$ cat src/rtl/draw_scheduler_if.sv
`default_nettype none
// ============================================================================
// Module      : draw_scheduler_if
// Description : Requester and frame-drawer signal bundle for draw_scheduler.
//               The scheduler uses the slave modport; the requesters and the
//               drawer (or a testbench standing in for them) use master.
// Revision    : 1.0 - initial release
// ============================================================================
interface draw_scheduler_if #(
    parameter int NUM_REQ = 3
) ();
    logic [NUM_REQ-1:0]   iReq;
    logic [3*NUM_REQ-1:0] iFrame;
    logic [NUM_REQ-1:0]   oGrant;
    logic [NUM_REQ-1:0]   oReqDone;
    logic                 oDrawStart;
    logic [2:0]           oFrameSel;
    logic                 iDrawDone;
    logic                 oDrawAbort;
    logic                 oBusy;
    logic                 oErr;
    logic                 oTimeout;

    modport slave (
        input  iReq, iFrame, iDrawDone,
        output oGrant, oReqDone, oDrawStart, oFrameSel, oDrawAbort,
               oBusy, oErr, oTimeout
    );

    modport master (
        output iReq, iFrame, iDrawDone,
        input  oGrant, oReqDone, oDrawStart, oFrameSel, oDrawAbort,
               oBusy, oErr, oTimeout
    );
endinterface
`default_nettype wire

$ cat src/rtl/draw_scheduler.sv
`default_nettype none
// ============================================================================
// Module      : draw_scheduler
// Description : Round-robin arbiter that issues one full-screen frame draw at
//               a time to the frame drawer, with a post-draw hold window and a
//               draw watchdog. Optional macro REDRAW_SKIP_EN suppresses a
//               redraw of the frame that is already on screen.
// Revision    : 1.0 - initial release
// ============================================================================
module draw_scheduler #(
    parameter int NUM_REQ        = 3,
    parameter int HOLD_CYCLES    = 0,
    parameter int TIMEOUT_CYCLES = 20000
) (
    input  wire logic         iClock,
    input  wire logic         iReset,
    draw_scheduler_if.slave   bus
);
    localparam int PW = (NUM_REQ > 1) ? $clog2(NUM_REQ) : 1;
    localparam int TW = ($clog2(TIMEOUT_CYCLES + 1) < 1) ? 1 : $clog2(TIMEOUT_CYCLES + 1);
    localparam int HW = ($clog2(HOLD_CYCLES + 1) < 1) ? 1 : $clog2(HOLD_CYCLES + 1);

    localparam logic [1:0] ST_IDLE  = 2'd0;
    localparam logic [1:0] ST_ISSUE = 2'd1;
    localparam logic [1:0] ST_DRAW  = 2'd2;
    localparam logic [1:0] ST_HOLD  = 2'd3;
    // With no hold window the HOLD state takes zero cycles, so skip it.
    localparam logic [1:0] ST_AFTER = (HOLD_CYCLES == 0) ? ST_IDLE : ST_HOLD;

    localparam logic [2:0]         FRAME_NONE = 3'd7;
    localparam logic [NUM_REQ-1:0] ONE        = NUM_REQ'(1);

    logic [1:0]         state_q, state_d;
    logic [PW-1:0]      ptr_q, ptr_d;
    logic [PW-1:0]      idx_q, idx_d;
    logic [TW-1:0]      wd_q, wd_d;
    logic [HW-1:0]      hold_q, hold_d;
    logic [NUM_REQ-1:0] grant_q, grant_d;
    logic [NUM_REQ-1:0] req_done_q, req_done_d;
    logic               draw_start_q, draw_start_d;
    logic [2:0]         frame_sel_q, frame_sel_d;
    logic               abort_q, abort_d;
    logic               busy_q, busy_d;
    logic               err_q, err_d;
    logic               timeout_q, timeout_d;
`ifdef REDRAW_SKIP_EN
    logic [2:0]         last_q, last_d;
`endif

    logic               w_pick_valid;
    logic [PW-1:0]      w_pick_idx;
    logic [2:0]         w_pick_frame;
    logic               w_skip;

    // Round-robin search: first set request at or above the pointer, wrapping.
    always_comb begin : p_pick
        int j;
        j            = 0;
        w_pick_valid = 1'b0;
        w_pick_idx   = '0;
        for (int i = NUM_REQ - 1; i >= 0; i--) begin
            j = int'(ptr_q) + i;
            if (j >= NUM_REQ) j = j - NUM_REQ;
            if (bus.iReq[j]) begin
                w_pick_valid = 1'b1;
                w_pick_idx   = PW'(j);
            end
        end
        w_pick_frame = bus.iFrame[3*int'(w_pick_idx) +: 3];
`ifdef REDRAW_SKIP_EN
        w_skip = (w_pick_frame == last_q);
`else
        w_skip = 1'b0;
`endif
    end

    // Next-state and output decode; all outputs are registered pulses/levels.
    always_comb begin
        state_d      = state_q;
        ptr_d        = ptr_q;
        idx_d        = idx_q;
        wd_d         = wd_q;
        hold_d       = hold_q;
        grant_d      = '0;
        req_done_d   = '0;
        draw_start_d = 1'b0;
        frame_sel_d  = frame_sel_q;
        abort_d      = 1'b0;
        err_d        = err_q;
        timeout_d    = timeout_q;
`ifdef REDRAW_SKIP_EN
        last_d       = last_q;
`endif
        case (state_q)
            ST_IDLE: begin
                wd_d   = '0;
                hold_d = '0;
                if (w_pick_valid) begin
                    idx_d   = w_pick_idx;
                    grant_d = ONE << w_pick_idx;
                    state_d = ST_ISSUE;
                    if (w_pick_frame == FRAME_NONE) begin
                        err_d = 1'b1;
                    end else if (!w_skip) begin
                        draw_start_d = 1'b1;
                        frame_sel_d  = w_pick_frame;
                    end
                end
            end
            ST_ISSUE: begin
                ptr_d = (idx_q == PW'(NUM_REQ - 1)) ? '0 : idx_q + PW'(1);
                // Watchdog starts at zero on the start pulse cycle, so the
                // abort lands exactly TIMEOUT_CYCLES after oDrawStart.
                wd_d  = wd_q + TW'(1);
                if (draw_start_q) begin
                    state_d = ST_DRAW;
                end else begin
                    req_done_d = ONE << idx_q;
                    state_d    = ST_AFTER;
                end
            end
            ST_DRAW: begin
                if (bus.iDrawDone) begin
                    req_done_d = ONE << idx_q;
                    state_d    = ST_AFTER;
`ifdef REDRAW_SKIP_EN
                    last_d     = frame_sel_q;
`endif
                end else if (wd_q == TW'(TIMEOUT_CYCLES - 1)) begin
                    abort_d    = 1'b1;
                    timeout_d  = 1'b1;
                    req_done_d = ONE << idx_q;
                    state_d    = ST_AFTER;
`ifdef REDRAW_SKIP_EN
                    last_d     = FRAME_NONE;
`endif
                end else begin
                    wd_d = wd_q + TW'(1);
                end
            end
            default: begin
                if (hold_q == HW'(HOLD_CYCLES - 1)) begin
                    hold_d  = '0;
                    state_d = ST_IDLE;
                end else begin
                    hold_d = hold_q + HW'(1);
                end
            end
        endcase
        busy_d = (state_d != ST_IDLE);
    end

    // State and output registers with synchronous reset.
    always_ff @(posedge iClock) begin
        if (iReset) begin
            state_q      <= ST_IDLE;
            ptr_q        <= '0;
            idx_q        <= '0;
            wd_q         <= '0;
            hold_q       <= '0;
            grant_q      <= '0;
            req_done_q   <= '0;
            draw_start_q <= 1'b0;
            frame_sel_q  <= '0;
            abort_q      <= 1'b0;
            busy_q       <= 1'b0;
            err_q        <= 1'b0;
            timeout_q    <= 1'b0;
`ifdef REDRAW_SKIP_EN
            last_q       <= FRAME_NONE;
`endif
        end else begin
            state_q      <= state_d;
            ptr_q        <= ptr_d;
            idx_q        <= idx_d;
            wd_q         <= wd_d;
            hold_q       <= hold_d;
            grant_q      <= grant_d;
            req_done_q   <= req_done_d;
            draw_start_q <= draw_start_d;
            frame_sel_q  <= frame_sel_d;
            abort_q      <= abort_d;
            busy_q       <= busy_d;
            err_q        <= err_d;
            timeout_q    <= timeout_d;
`ifdef REDRAW_SKIP_EN
            last_q       <= last_d;
`endif
        end
    end

    assign bus.oGrant     = grant_q;
    assign bus.oReqDone   = req_done_q;
    assign bus.oDrawStart = draw_start_q;
    assign bus.oFrameSel  = frame_sel_q;
    assign bus.oDrawAbort = abort_q;
    assign bus.oBusy      = busy_q;
    assign bus.oErr       = err_q;
    assign bus.oTimeout   = timeout_q;
endmodule
`default_nettype wire

$ cat src/flat_wrapper.sv
// flat-port wrapper written by rule: the top's interface ports become plain ports
module draw_scheduler_flat 
#(
    parameter int NUM_REQ        = 3,
    parameter int HOLD_CYCLES    = 0,
    parameter int TIMEOUT_CYCLES = 20000
)
  (iClock, iReset, bus_iReq, bus_iFrame, bus_iDrawDone, bus_oGrant, bus_oReqDone, bus_oDrawStart, bus_oFrameSel, bus_oDrawAbort, bus_oBusy, bus_oErr, bus_oTimeout);
  draw_scheduler_if #(.NUM_REQ(NUM_REQ)) bus_i ();
  input  wire logic iClock;
  input  wire logic iReset;
  input wire logic [$bits(bus_i.iReq)-1:0] bus_iReq;
  input wire logic [$bits(bus_i.iFrame)-1:0] bus_iFrame;
  input wire logic [$bits(bus_i.iDrawDone)-1:0] bus_iDrawDone;
  output wire logic [$bits(bus_i.oGrant)-1:0] bus_oGrant;
  output wire logic [$bits(bus_i.oReqDone)-1:0] bus_oReqDone;
  output wire logic [$bits(bus_i.oDrawStart)-1:0] bus_oDrawStart;
  output wire logic [$bits(bus_i.oFrameSel)-1:0] bus_oFrameSel;
  output wire logic [$bits(bus_i.oDrawAbort)-1:0] bus_oDrawAbort;
  output wire logic [$bits(bus_i.oBusy)-1:0] bus_oBusy;
  output wire logic [$bits(bus_i.oErr)-1:0] bus_oErr;
  output wire logic [$bits(bus_i.oTimeout)-1:0] bus_oTimeout;
  assign bus_i.iReq = bus_iReq;
  assign bus_i.iFrame = bus_iFrame;
  assign bus_i.iDrawDone = bus_iDrawDone;
  assign bus_oGrant = bus_i.oGrant;
  assign bus_oReqDone = bus_i.oReqDone;
  assign bus_oDrawStart = bus_i.oDrawStart;
  assign bus_oFrameSel = bus_i.oFrameSel;
  assign bus_oDrawAbort = bus_i.oDrawAbort;
  assign bus_oBusy = bus_i.oBusy;
  assign bus_oErr = bus_i.oErr;
  assign bus_oTimeout = bus_i.oTimeout;
  draw_scheduler #(.NUM_REQ(NUM_REQ), .HOLD_CYCLES(HOLD_CYCLES), .TIMEOUT_CYCLES(TIMEOUT_CYCLES)) u_core (.iClock(iClock), .iReset(iReset), .bus(bus_i));
endmodule
$ cat config.mk
export PLATFORM = sky130hd
export DESIGN_NAME = draw_scheduler_flat
export DESIGN_NICKNAME = d
export VERILOG_FILES = /design/src/rtl/draw_scheduler_if.sv /design/src/rtl/draw_scheduler.sv /design/src/flat_wrapper.sv
export SDC_FILE = /design/constraint.sdc
export NUM_CORES = 1
export LEC_CHECK = 0
export ABC_CLOCK_PERIOD_IN_PS = 2800
export CORE_MARGIN = 2
export CORE_UTILIZATION = 54
export DETAILED_ROUTE_END_ITERATION = 8
export GPL_TIMING_DRIVEN = 1
export PLACE_DENSITY = 0.79
export SLEW_MARGIN = 20
export SYNTH_ARGS = -nofsm -noshare
export SYNTH_HDL_FRONTEND = slang
export SYNTH_SLANG_ARGS = --single-unit
$ cat constraint.sdc
create_clock -name iClock -period 2.8 [get_ports iClock]
set_clock_uncertainty 0.1 [all_clocks]
set_input_delay 0.56 -clock iClock [delete_from_list [all_inputs] [get_ports iClock]]
set_output_delay 0.56 -clock iClock [all_outputs]
set_load 0.1 [all_outputs]
# [Yosys cells after proc, flatten, opt, wreduce, memory -nomap -nowiden]
# Index checks and enable logic that the tools add are counted.
[word_totals] reg_bits=36 latchBits=0 ramBits=0 mem_bits_ro=0 in_bits=15 output_inout_bits=14 elab_cells=90 memories=0
[op_classes] n_addsub=8 multipliers=1 div_mod_pow=0 n_lt_le_gt_ge=6 n_eq_ne=7 shifts=3 muxes=36 n_bitwise=5 reduce_logical=11
[op_table] operator="$lt A32 B4 Y1 const B" count=3
[op_table] operator="$mux W32" count=3
[op_table] operator="$ge A32 B3 Y1 const B" count=2
[op_table] operator="$sub A32 B3 Y32 const B" count=2
[op_table] operator="$pmux W15 S3" count=1
[op_table] operator="$shiftx A9 B32 Y3" count=1
[op_table] operator="$mux W15" count=2
[op_table] operator="$mux W2" count=9
[op_table] operator="$add A15 B1 Y15 const B" count=1
[op_table] operator="$eq A15 B15 Y1 const B" count=1
[op_table] operator="$mux W1" count=12
[op_table] operator="$reduce_and A3 Y1" count=4
[op_table] operator="$mux W3" count=3
[op_table] operator="$bmux W1 S2" count=3
[op_table] operator="$pmux W2 S3" count=1
[op_table] operator="$pmux W3 S2" count=1
[op_table] operator="$reduce_or A3 Y1" count=2
[op_table] operator="$shl A1 B2 Y3 const A" count=2
[op_table] operator="$not A1 Y1" count=5
[op_table] operator="$eq A2 B2 Y1 const B" count=2
[op_table] operator="$mul A2 B2 Y4 const A" count=1
[op_table] operator="$ne A2 B2 Y1 const B" count=2
[op_table] operator="$add A2 B1 Y3 const B" count=1
[op_table] operator="$add A2 B2 Y3 const B" count=1
[op_table] operator="12 further kinds" count=12

# [Longest topological paths before layout]
[logic_depth] depth_word=14 depth_mapped=10 mapped_depth_nobuf=8

# [Worst setup path before layout]
# OpenSTA, ideal clock, no wires.
[synth_timing] path_type="reg2reg" startpoint="reg u_core.ptr_q[0]" endpoint="reg u_core.frame_sel_q[1], in the netlist u_core.bus.oFrameSel[1]" setup_time_ps=124 arrival_ps=1971 required_ps=2576 path_slack_ps=605 path_stages_with_launch=9 path_buffers=0 period_less_slack_ps=2195 path_cell_list="dfxtp_1 -> inv_1 -> ha_1 -> and3b_1 -> a22oi_2 -> or3b_1 -> a31o_2 -> a221oi_2 -> nor3b_1"
[synth_via] elab_chain_len=14 elab_cells_between_ends=31 classes_between="5 x add/sub; 1 x mul; 3 x order compare; 1 x eq/ne; 1 x shift; 18 x mux; 1 x bitwise; 1 x reduce/logical"
[synth_lines] element="start: declaration" line="draw_scheduler.sv:34" text="logic [PW-1:0] ptr_q, ptr_d;"
[synth_lines] element="start signal: assignment" line="draw_scheduler.sv:174" text="ptr_q <= ptr_d;"
[synth_lines] element="$add A2 B2 Y3" line="draw_scheduler.sv:62" text="j = int'(ptr_q) + i;"
[synth_lines] element="$sub A32 B3 Y32 or $ge A32 B3 Y1 (tied branches)" line="draw_scheduler.sv:63" text="if (j >= NUM_REQ) j = j - NUM_REQ;"
[synth_lines] element="$mux W32" line="draw_scheduler.sv:63"
[synth_lines] element="$bmux W1 S2" line="draw_scheduler.sv:64" text="if (bus.iReq[j]) begin"
[synth_lines] element="$mux W1 (not written as such) (2 in series)" line="draw_scheduler.sv:64"
[synth_lines] element="$mux W2 (3 in series)" line="draw_scheduler.sv:64"
[synth_lines] element="$mul A2 B2 Y4" line="draw_scheduler.sv:69" text="w_pick_frame = bus.iFrame[3*int'(w_pick_idx) +: 3];"
[synth_lines] element="$shiftx A9 B32 Y3" line="draw_scheduler.sv:69"
[synth_lines] element="$eq A3 B3 Y1" line="draw_scheduler.sv:102" text="if (w_pick_frame == FRAME_NONE) begin"
[synth_lines] element="$not A1 Y1 (no line)"
[synth_lines] element="$reduce_and A3 Y1 (no line)"
[synth_lines] element="end signal: assignment" line="draw_scheduler.sv:181" text="frame_sel_q <= frame_sel_d;"
[synth_lines] element="end: declaration" line="draw_scheduler.sv:41" text="logic [2:0] frame_sel_q, frame_sel_d;"
# Several ways; a longest one is shown, not always the timed one. The select of a mux whose other input is x is not followed.
# A chain may end at the register's enable or synchronous reset.

# [Worst setup path after layout]
[layout_timing] startpoint="reg u_core.ptr_q[0]" endpoint="reg u_core.grant_q[2], in the netlist u_core.bus.oGrant[2]"
[layout_via] elab_chain_len=11 elab_cells_between_ends=29 classes_between="5 x add/sub; 3 x order compare; 1 x shift; 18 x mux; 1 x bitwise; 1 x reduce/logical"
[layout_lines] element="$add A2 B2 Y3" line="draw_scheduler.sv:62"
[layout_lines] element="$sub A32 B3 Y32 or $ge A32 B3 Y1 (tied branches)" line="draw_scheduler.sv:63"
[layout_lines] element="$mux W32" line="draw_scheduler.sv:63"
[layout_lines] element="$bmux W1 S2" line="draw_scheduler.sv:64"
[layout_lines] element="$mux W1 (not written as such) (2 in series)" line="draw_scheduler.sv:64"
[layout_lines] element="$mux W1 (3 in series)" line="draw_scheduler.sv:64"
[layout_lines] element="$not A1 Y1 (no line)"
[layout_lines] element="$reduce_or A3 Y1 (no line)"
[layout_lines] element="end signal: assignment" line="draw_scheduler.sv:178" text="grant_q <= grant_d;"
[layout_lines] element="end: declaration" line="draw_scheduler.sv:38" text="logic [NUM_REQ-1:0] grant_q, grant_d;"
# Several ways; a longest one is shown, not always the timed one. The select of a mux whose other input is x is not followed.

==> flow_summary.ini <==
[run_status]
status = complete, no violations

[route]
drc = 0
vias_per_cell = 5.60
ant_nets = 0
wl_per_cell_microns = 13.1
drtIter0Drc = 90
route.vias.total = 1691
drt-total-wl_mm = 3.94
dr.pass1.iters = 4

[cts]
clk_pin_slew_ns = 0.09
cts_resized = 0
numCtsBuffers = 5
cts_sinks = 36
cts_setup_buffers = 0
cts_buffer_depth = 2
cts_hold_buf = 0
cts-htree-levels = 2
cts_root_buf = clkbuf_4
clk_latency_ns = 0.32
cts_tree = done

[pwr]
p_switching_uw = 960
ir_worst_vdd_mv = 1.05
p_comb_frac = 0.531
p_seq_frac = 0.324
p_leak_uw = 0.000857
pwr-share-clk = 0.145
powerDensity_nw_per_um2 = 869
swShare = 0.474
intPower_uw = 1060

[floorplan]
initial_utilization = 0.579
dieArea_sq_um = 4160
io-pin-count = 29
core_sq_um = 3420
dieWidth_microns = 64.5
die_h_microns = 64.5
rows = 21

[run]
maxCapViolCount = 0

[hold_path]
holdCritPathClass = register to register
worstHoldPathCells = 1
hold_path.startpoint = u_core.bus.oTimeout$_SDFFE_PP0P_
min_to = u_core.bus.oTimeout$_SDFFE_PP0P_

[logic_synthesis]
synth_cells = 224
syn_area_per_cell_sq_um = 8.83
ys_types = 52
yosysTopAreaCell = dfxtp_1
synth_seq_cells = 36
syn-num-nets = 247
synth_top_area_frac = 0.364
synth_warnings = 0
synth_area_leaders = dfxtp_1 (36%), ha_1 (5.1%), nor2_1 (4.7%), nand2_1 (3.8%), xnor2_1 (3.5%)
syn_area_sq_um = 1980
synth_edf_count = 0
ys_seq_area_frac = 0.364
synthArstFlopShare = 0
synthFlopType = dfxtp_1

[timing]
fin_crit_ns = 2.49
setup-violations-final = 0
slew_violations = 0
fmax_mhz = 402
maxSlewHeadroom = 0.669
worst_slew_pin_slew_ns = 0.494
fin_setup_tns_ns = 0
final_hold_viol_count = 0
finalCritPeriodShare = 0.888
rsz0062_at_grt = false

[worst_setup_path]
r2r_cells = 8
critPathCaptureType = register
required_ns = 2.95
worstReg2RegStart = u_core.ptr_q[0]$_SDFFE_PP0P_
cp-start-kind = register
r2r_slack_ns = 0.31
critical_path_arrival_ns = 2.63
cp_max_fo = 8
crit_type = register to register
reg2reg_to = u_core.bus.oGrant[2]$_SDFF_PP0_

[layout]
nets = 279
syn_to_final_growth_pct = 17.7
drive_above_1_share = 0.156
n_fill_cell = 289
antenna_cells = 0
instances_no_fill = 302

[global_routing]
antenna_found_initial = 0
grt_pass1_wl_mm = 7.11
grt_pass1_vias = 1630
grt_max_degree = 14
grt_remaining_overflow = 0
grt_usage = 0.214

[placed_design]
hpwl_mm = 3.02
place_inst = 295
portBuffers = 28
gp_congestion = 0.783
==> placed cells by master (no fill, tap or decap), drive strengths merged, types with 4 or more instances in the layout <==
cell type,n
a22oi,5
xnor2,8
nor3,9
inv,7
nor4,5
xor2,4
nor3b,7
nor2,25
nand2,20
ha,8
nand3,13
clkdlybuf4s50,14
a21oi,12
dfxtp,36
clkbuf,7
buf,17
o21ai,8
==> power by group through the flow <==
stage	clock network [uW]	logic (uW)	registers, uW
5_1_grt	328	1160	670
4_1_cts	304	1070	656
2_1_floorplan	0	520	999
3_3_place_gp	0	1060	666
6_report	294	1070	655
3_5_place_dp	0	1070	667
==> cell type report <==
cell class	instances	area, sq um	share of cell area
Sequential cell	36	721	0.310
Multi-Input combinational cell	175	1190	0.512
Clock buffer	7	65.1	0.0279
Inverter	7	26.3	0.0113
Tap cell	46	57.6	0.0247
Timing Repair Buffer	31	268	0.115
==> kinds of logic after synthesis <==
logic type      share of synthesized area
xor+xnor                           0.0531
fa+ha+maj                          0.0506
mux                                0.0234
flops                               0.364
buf+inv                            0.0335
compound gates                      0.190
simple gates                        0.285
==> synth_stat cells (all sizes together), types with 4 or more instances <==
library cell,number
nor2,25
ha,8
o21ai,8
nor3b,7
a22oi,5
nor3,9
nand3,13
xor2,4
dfxtp,36
buf,4
nor4,5
a21oi,12
xnor2,8
inv,7
nand2,20
==> metal layers <==
layer,vias to the layer above,share of wire,GRT usage,routed length [microns]
li1,887,-,-,-
met4,0,0.012,0.0665,49
met1,766,0.52,0.310,2040
met2,31,0.43,0.315,1700
met3,7,0.039,0.0503,153
met5,-,0,0,0
==> through the flow <==
stage / worst slack [ns] / hold slack (ns) / total power, uW / utilization / cell area [sq um]
2_1_floorplan: 0.605 / 0.368 / 1520 / - / 1980
3_3_place_gp: 0.0889 / 0.342 / 1720 / 0.663 / 2260
3_5_place_dp: 0.0635 / 0.344 / 1740 / 0.663 / 2260
4_1_cts: 0.331 / 0.374 / 2030 / 0.682 / 2330
5_1_grt: 0.0539 / 0.408 / 2160 / 0.682 / 2330
6_report: 0.313 / 0.365 / 2020 / 0.682 / 2330
==> sequential cells by signal (all words and copies together) (netlist names) <==
name / count
u_core.state_q: 2
u_core.bus.oGrant: 3
u_core.bus.oTimeout: 1
u_core.idx_q: 2
u_core.bus.oDrawStart: 1
u_core.bus.oFrameSel: 3
u_core.wd_q: 15
u_core.bus.oDrawAbort: 1
u_core.hold_q: 1
u_core.ptr_q: 2
u_core.bus.oBusy: 1
u_core.bus.oErr: 1
u_core.bus.oReqDone: 3
==> critical path, stage by stage, from the launching register on <==
cell	delay [ns]
dfxtp_1	0.38
inv_1	0.07
ha_1	0.32
mux2i_4	0.24
o22ai_1	0.35
nor4_1	0.13
nor2b_1	0.43
nand2_1	0.19
nor3_1	0.21
==> worst max path at each step <==
stage / cells past startpoint / end / slack, ns / startpoint
floorplan: 8 / u_core.bus.oFrameSel[1]$_SDFFE_PP0P_ / 0.60 / u_core.ptr_q[0]$_SDFFE_PP0P_
global placement: 7 / u_core.bus.oFrameSel[1]$_SDFFE_PP0P_ / 0.09 / bus_iReq[2]
detailed placement: 7 / u_core.bus.oGrant[2]$_SDFF_PP0_ / 0.06 / bus_iReq[2]
CTS: 8 / u_core.bus.oGrant[2]$_SDFF_PP0_ / 0.33 / u_core.ptr_q[0]$_SDFFE_PP0P_
global route: 8 / u_core.bus.oGrant[2]$_SDFF_PP0_ / 0.05 / u_core.ptr_q[0]$_SDFFE_PP0P_
finish: 8 / u_core.bus.oGrant[2]$_SDFF_PP0_ / 0.31 / u_core.ptr_q[0]$_SDFFE_PP0P_
Power figures use the tool's default switching activity.
